## src/rtl/score_pkg.sv

```systemverilog
// score_pkg: shared types and constants for the score_keeper block.
// The optional high-score feature is enabled with the SCORE_HISCORE_EN macro.
package score_pkg;

    // Game state: scoring is live in PLAY and frozen in OVER.
    typedef enum logic {
        PLAY = 1'b0,
        OVER = 1'b1
    } state_t;

    localparam int SCORE_W  = 8;
    localparam int PEND_W   = 9;
    localparam int PEND_SAT = 511;
    localparam int PTS_W    = 4;

    // Default raster geometry; V_ACTIVE is the first blanking line.
    localparam int H_ACTIVE = 640;
    localparam int V_ACTIVE = 480;

    // Zero-extend a point value to the accumulator width.
    function automatic logic [PEND_W-1:0] widen_pts(input logic [PTS_W-1:0] pts);
        return {{(PEND_W-PTS_W){1'b0}}, pts};
    endfunction

endpackage

```

## src/rtl/score_keeper_sat_add.sv

```systemverilog
// sat_add: unsigned adder of two W-bit operands that clamps the result at CEIL.
// The sum is formed one bit wider than the operands so the carry is never
// lost; OW may be narrower than W when CEIL is known to fit in OW bits.
module sat_add #(
    parameter int W    = 9,
    parameter int OW   = 9,
    parameter int CEIL = 511
) (
    input  logic [W-1:0]  a,
    input  logic [W-1:0]  b,
    output logic [OW-1:0] y
);

    localparam logic [W:0] CEIL_X = (W+1)'(CEIL);

    logic [W:0] sum;

    // Full-width sum followed by a clamp to the ceiling.
    always_comb begin
        sum = {1'b0, a} + {1'b0, b};
        if (sum > CEIL_X) begin
            y = CEIL_X[OW-1:0];
        end else begin
            y = sum[OW-1:0];
        end
    end

endmodule

```

## src/rtl/score_keeper.sv

```systemverilog
// score_keeper: collects point events into a pending accumulator and folds
// them into the visible score once per frame, at the first pixel of
// COMMIT_LINE, so the overlay never sees a digit change mid-draw.
// Define SCORE_HISCORE_EN to add the hiscore output and register.
//
// Handshake: add_valid qualifies add_pts for exactly the cycle it is high;
// there is no ready, every add seen in PLAY is taken, adds in OVER are dropped.
module score_keeper
    import score_pkg::*;
#(
    parameter int MAX_SCORE   = 255,
    parameter int COMMIT_LINE = V_ACTIVE
) (
    input  logic               clk,
    input  logic               rst,
    input  logic               pixpulse,
    input  logic [9:0]         hcount,
    input  logic [9:0]         vcount,
    input  logic               add_valid,
    input  logic [PTS_W-1:0]   add_pts,
    input  logic               clear,
    input  logic               game_over,
    output logic [SCORE_W-1:0] score,
    output logic               frozen,
`ifdef SCORE_HISCORE_EN
    output logic               commit,
    output logic [SCORE_W-1:0] hiscore
`else
    output logic               commit
`endif
);

    state_t              state;
    state_t              state_next;

    logic [PEND_W-1:0]   pend;
    logic [PEND_W-1:0]   pend_sum;
    logic [PEND_W-1:0]   add_ext;
    logic [PEND_W-1:0]   commit_base;
    logic [SCORE_W-1:0]  commit_sum;
    logic                clr_pend;
    logic                commit_pt;
    logic                accept;

    // Commit point and add acceptance decode.
    always_comb begin
        commit_pt   = pixpulse && (hcount == 10'd0) && (vcount == 10'(COMMIT_LINE));
        accept      = add_valid && (state == PLAY);
        add_ext     = accept ? widen_pts(add_pts) : '0;
        // After a clear the next commit loads pend alone rather than adding.
        commit_base = clr_pend ? '0 : {1'b0, score};
    end

    // Accumulate path: pend plus the accepted add, clamped at PEND_SAT.
    sat_add #(
        .W    (PEND_W),
        .OW   (PEND_W),
        .CEIL (PEND_SAT)
    ) u_pend_add (
        .a (pend),
        .b (add_ext),
        .y (pend_sum)
    );

    // Commit path: (score or zero) plus pend, clamped at MAX_SCORE.
    sat_add #(
        .W    (PEND_W),
        .OW   (SCORE_W),
        .CEIL (MAX_SCORE)
    ) u_commit_add (
        .a (commit_base),
        .b (pend),
        .y (commit_sum)
    );

    // State register.
    always_ff @(posedge clk) begin
        if (rst) begin
            state <= PLAY;
        end else begin
            state <= state_next;
        end
    end

    // Next-state logic: clear always returns to PLAY and wins over game_over.
    always_comb begin
        state_next = state;
        case (state)
            PLAY: begin
                if (!clear && game_over) begin
                    state_next = OVER;
                end
            end
            OVER: begin
                if (clear) begin
                    state_next = PLAY;
                end
            end
            default: state_next = PLAY;
        endcase
    end

    // Pending accumulator, clear flag, committed score and status outputs.
    // At a commit or a clear, pend restarts from the same-cycle add so no
    // point is lost or counted twice.
    always_ff @(posedge clk) begin
        if (rst) begin
            pend     <= '0;
            clr_pend <= 1'b0;
            score    <= '0;
            commit   <= 1'b0;
            frozen   <= 1'b0;
        end else begin
            commit <= commit_pt;
            frozen <= (state == OVER);
            if (commit_pt) begin
                score <= commit_sum;
            end
            if (commit_pt || clear) begin
                pend <= add_ext;
            end else begin
                pend <= pend_sum;
            end
            if (clear) begin
                clr_pend <= 1'b1;
            end else if (commit_pt) begin
                clr_pend <= 1'b0;
            end
        end
    end

`ifdef SCORE_HISCORE_EN
    // High score tracks the largest committed score; only rst clears it.
    always_ff @(posedge clk) begin
        if (rst) begin
            hiscore <= '0;
        end else if (commit_pt && (commit_sum > hiscore)) begin
            hiscore <= commit_sum;
        end
    end
`endif

endmodule

```

## config.mk

```make
export PLATFORM = sky130hd
export DESIGN_NAME = score_keeper
export DESIGN_NICKNAME = d
export VERILOG_FILES = /design/src/rtl/score_pkg.sv /design/src/rtl/score_keeper_sat_add.sv /design/src/rtl/score_keeper.sv
export SDC_FILE = /design/constraint.sdc
export NUM_CORES = 1
export LEC_CHECK = 0
export BUFFER_PORTS_ARGS = -buffer_cell sky130_fd_sc_hd__buf_4
export CAP_MARGIN = 20
export CORE_ASPECT_RATIO = 0.8
export CORE_MARGIN = 4
export CORE_UTILIZATION = 35
export DETAILED_ROUTE_END_ITERATION = 10
export HOLD_SLACK_MARGIN = 0.05
export PLACE_DENSITY = 0.55
export SYNTH_ARGS = -nofsm -noshare
export SYNTH_HDL_FRONTEND = slang
export SYNTH_HIERARCHICAL = 1
export SYNTH_SLANG_ARGS = --single-unit
```

## constraint.sdc

```tcl
create_clock -name clk -period 2.5 [get_ports clk]
set_input_delay 0 -clock clk [delete_from_list [all_inputs] [get_ports clk]]
set_output_delay 0 -clock clk [all_outputs]
set_load 0.02 [all_outputs]
```

==> results_dict.tcl <==
set metrics [dict create \
    drt_pass1_iterations 4 \
    final_util_pct 47.10 \
    yosys.area.top_type "dfxtp_1" \
    worstPathMaxFanout 3 \
    fin_tns_setup_ns 0 \
    fin_skew_ns 0.005132 \
    routed_wirelength_um 4777 \
    synth_edf_count 0 \
    io_pins 40 \
    cap_viol_max_count 0 \
    combPwrFrac_pct 37.5 \
    p_per_area_mw_per_mm2 409.8 \
    cts_tree "built" \
    rsz0062_at_grt "true" \
    hold_path_end "pend[1]" \
    drcViolationCount 0 \
    final.period_utilization_pct 93.75 \
    yosys_warnings 6 \
    path_class "flip-flop to flip-flop" \
    worst_slew_pin_slew_ns 0.5587 \
    grt_overflow 0 \
    dp_cells 323 \
    die_h_um 72.29 \
    fillers 511 \
    r2r-end "score[6]" \
    fmax_ghz 0.4267 \
    p_switching_uw 307.0 \
    synthDistinctLibCells 55 \
    clk_pin_slew_ns 0.08 \
    antenna_left 0 \
    ys.flop_type "dfxtp_1" \
    worstPathArrival_ns 2.54 \
    grt_max_degree 17 \
    p_leak_uw 0.001104 \
    ys_ff_latch 21 \
    max-slew-margin-rel_pct 62.23 \
    track_usage_pct 15.65 \
    cp-start-kind "flip-flop" \
    antenna_found_initial 0 \
    clock-root-buffer "clkbuf_8" \
    avgSynthCellArea_um2 8.409 \
    insertion_delay_ns 0.26 \
    setup.worst_path.start "score[0]" \
    die_area_mm2 0.006387 \
    syn-cell-area_mm2 0.001808 \
    rows 23 \
    switching_share_pct 31.77 \
    vias 1800 \
    drv_slew 0 \
    n_antenna_cell 0 \
    area_growth_pct 30.45 \
    avgRoutedWirePerCell_um 14.30 \
    p_seq_share_pct 39.8 \
    postSynthCellCount 215 \
    async_reset_ff_share_pct 0 \
    via_per_inst 5.389 \
    fp.dieW_um 88.36 \
    rr_worst_depth 9 \
    outcome "complete, no violations" \
    initial_utilization_pct 36.11 \
    htreeDepth 1 \
    internal-power_uw 659.4 \
    p_clk_share_pct 22.7 \
    coreArea_mm2 0.005007 \
    setup_viol 0 \
    synth-seq-area-share_pct 23.25 \
    synthTopCellsByCount "21 x dfxtp_1, 18 x ha_1, 14 x a21oi_1, 14 x nand3_1, 13 x nand2_1" \
    ir_worst_vdd_v 0.0003433 \
    critPathCaptureType "flip-flop" \
    hold_viol_final 0 \
    cts_buffers 3 \
    critPathRequiredTime_ns 2.69 \
    period_needed_ns 2.344 \
    drive_gt1_share_pct 25.37 \
    clockBufferDepth 2 \
    synth_top_area_share_pct 23.25 \
    synthTopCellsByArea "dfxtp_1 23%, ha_1 12%, a21oi_1 3.9%" \
    hold_path.class "input port to flip-flop" \
    cts_sinks 21 \
    grt_pass1_vias 1706 \
    fin_cells 334 \
    cts_setup_buffers 0 \
    timing.rr.start "score[0]" \
    gp_congestion 0.8462 \
    final_nets 323 \
    hold-path-cell-count 4 \
    yosysMostFrequentCell "dfxtp_1" \
    hpwl_um 3791 \
    r2r_slack_ns 0.16 \
    drt_iter0_markers 111 \
    hold_path_startpoint "clear" \
    grt_pass1_wl_um 8031 \
    io_buffers 39 \
]
[through the flow]
step / total power [uW] / hold WS (ns) / setup WS, ns / cell area [um^2]
4_1_cts: 973.3 / 0.06680 / 0.04641 / 2336
3_5_place_dp: 743.9 / 0.2138 / 0.06261 / 2221
5_1_grt: 1050 / 0.09198 / -0.02661 / 2359
2_1_floorplan: 642.7 / 0.1102 / 0.2336 / 1827
6_report: 966.5 / 0.07639 / 0.1562 / 2359
3_3_place_gp: 745.0 / 0.2024 / 0.1247 / 2221
[power by group through the flow]
stage	Clock, uW	Sequential [uW]	Combinational, uW
CTS	231	385	357
global placement	0	393	352
finish	220	385	362
floorplan	0	385	258
global route	248	388	414
detailed placement	0	394	350
[registers in the layout, indices dropped and copies added (netlist names)]
name and cells:
pend 9, frozen 1, clr_pend 1, commit 1, score 8, state 1
[worst max path at each step]
stage | to
after detailed placement | pend[2]
after CTS | pend[0]
after floorplan | pend[0]
after global routing | pend[6]
after global placement | pend[0]
final | score[6]
[placed cells by master, fill, tap and decap left out, types with 3 or more instances in the layout]
| master | n |
|---|---|
| a21o_1 | 7 |
| a21oi_1 | 14 |
| a22oi_1 | 4 |
| and2_1 | 4 |
| and3_1 | 5 |
| buf_4 | 46 |
| clkbuf_8 | 3 |
| conb_1 | 6 |
| dfxtp_1 | 21 |
| dlygate4sd3_1 | 7 |
| ha_1 | 18 |
| inv_1 | 3 |
| nand2_1 | 13 |
| nand2b_1 | 3 |
| nand3_1 | 13 |
| nand4_1 | 7 |
| nor2_1 | 7 |
| nor2b_1 | 10 |
| nor3_1 | 6 |
| nor3b_1 | 3 |
| o21a_1 | 5 |
| o21ai_0 | 10 |
| o21ai_1 | 4 |
| o21bai_1 | 3 |
| o22ai_1 | 4 |
| xnor2_1 | 4 |
| xor2_1 | 4 |
[per-layer routing]
metal | GRT usage (%) | wire length (um) | vias to the layer above
met5 | 0 | 0 | -
met4 | 2.517 | 36 | 0
met3 | 3.065 | 267 | 4
met2 | 24.40 | 2152 | 40
met1 | 22.77 | 2320 | 826
li1 | - | - | 930
[cell families after synthesis]
family,Yosys count,share of synthesized area (%)
compound gates,69,26.44
xor+xnor,8,3.875
fa+ha+maj,20,14.67
buf+inv,8,2.215
flops,21,23.25
other cells,1,0.2074
simple gates,88,29.34
[layout make-up]
cell class                 instances  area, um^2  share of cell area [%]
timing repair buffer              53       415.4                   17.61
tap                               62       77.57                   3.289
inverter                           3       11.26                  0.4775
multi-input combinational        191        1389                   58.89
clock buffer                       4       45.04                   1.910
sequential                        21       420.4                   17.82
[worst max-delay path, stage by stage, from the launching register on]
cell	delay, ns
dfxtp_1	0.32
nor2b_1	0.13
ha_1	0.22
fa_1	0.44
a211o_1	0.36
a2111oi_0	0.40
a31oi_1	0.08
o211ai_1	0.10
nand3_1	0.08
a21oi_1	0.15
[repair_timing]
action / CTS / global route
gates resized for setup: 0 / 6
endpoints found under the hold margin: 7 / 0
endpoints found under the setup margin: 0 / 10
hold buffers: 7 / 0
No activity file was read; power rests on OpenSTA's default activity.
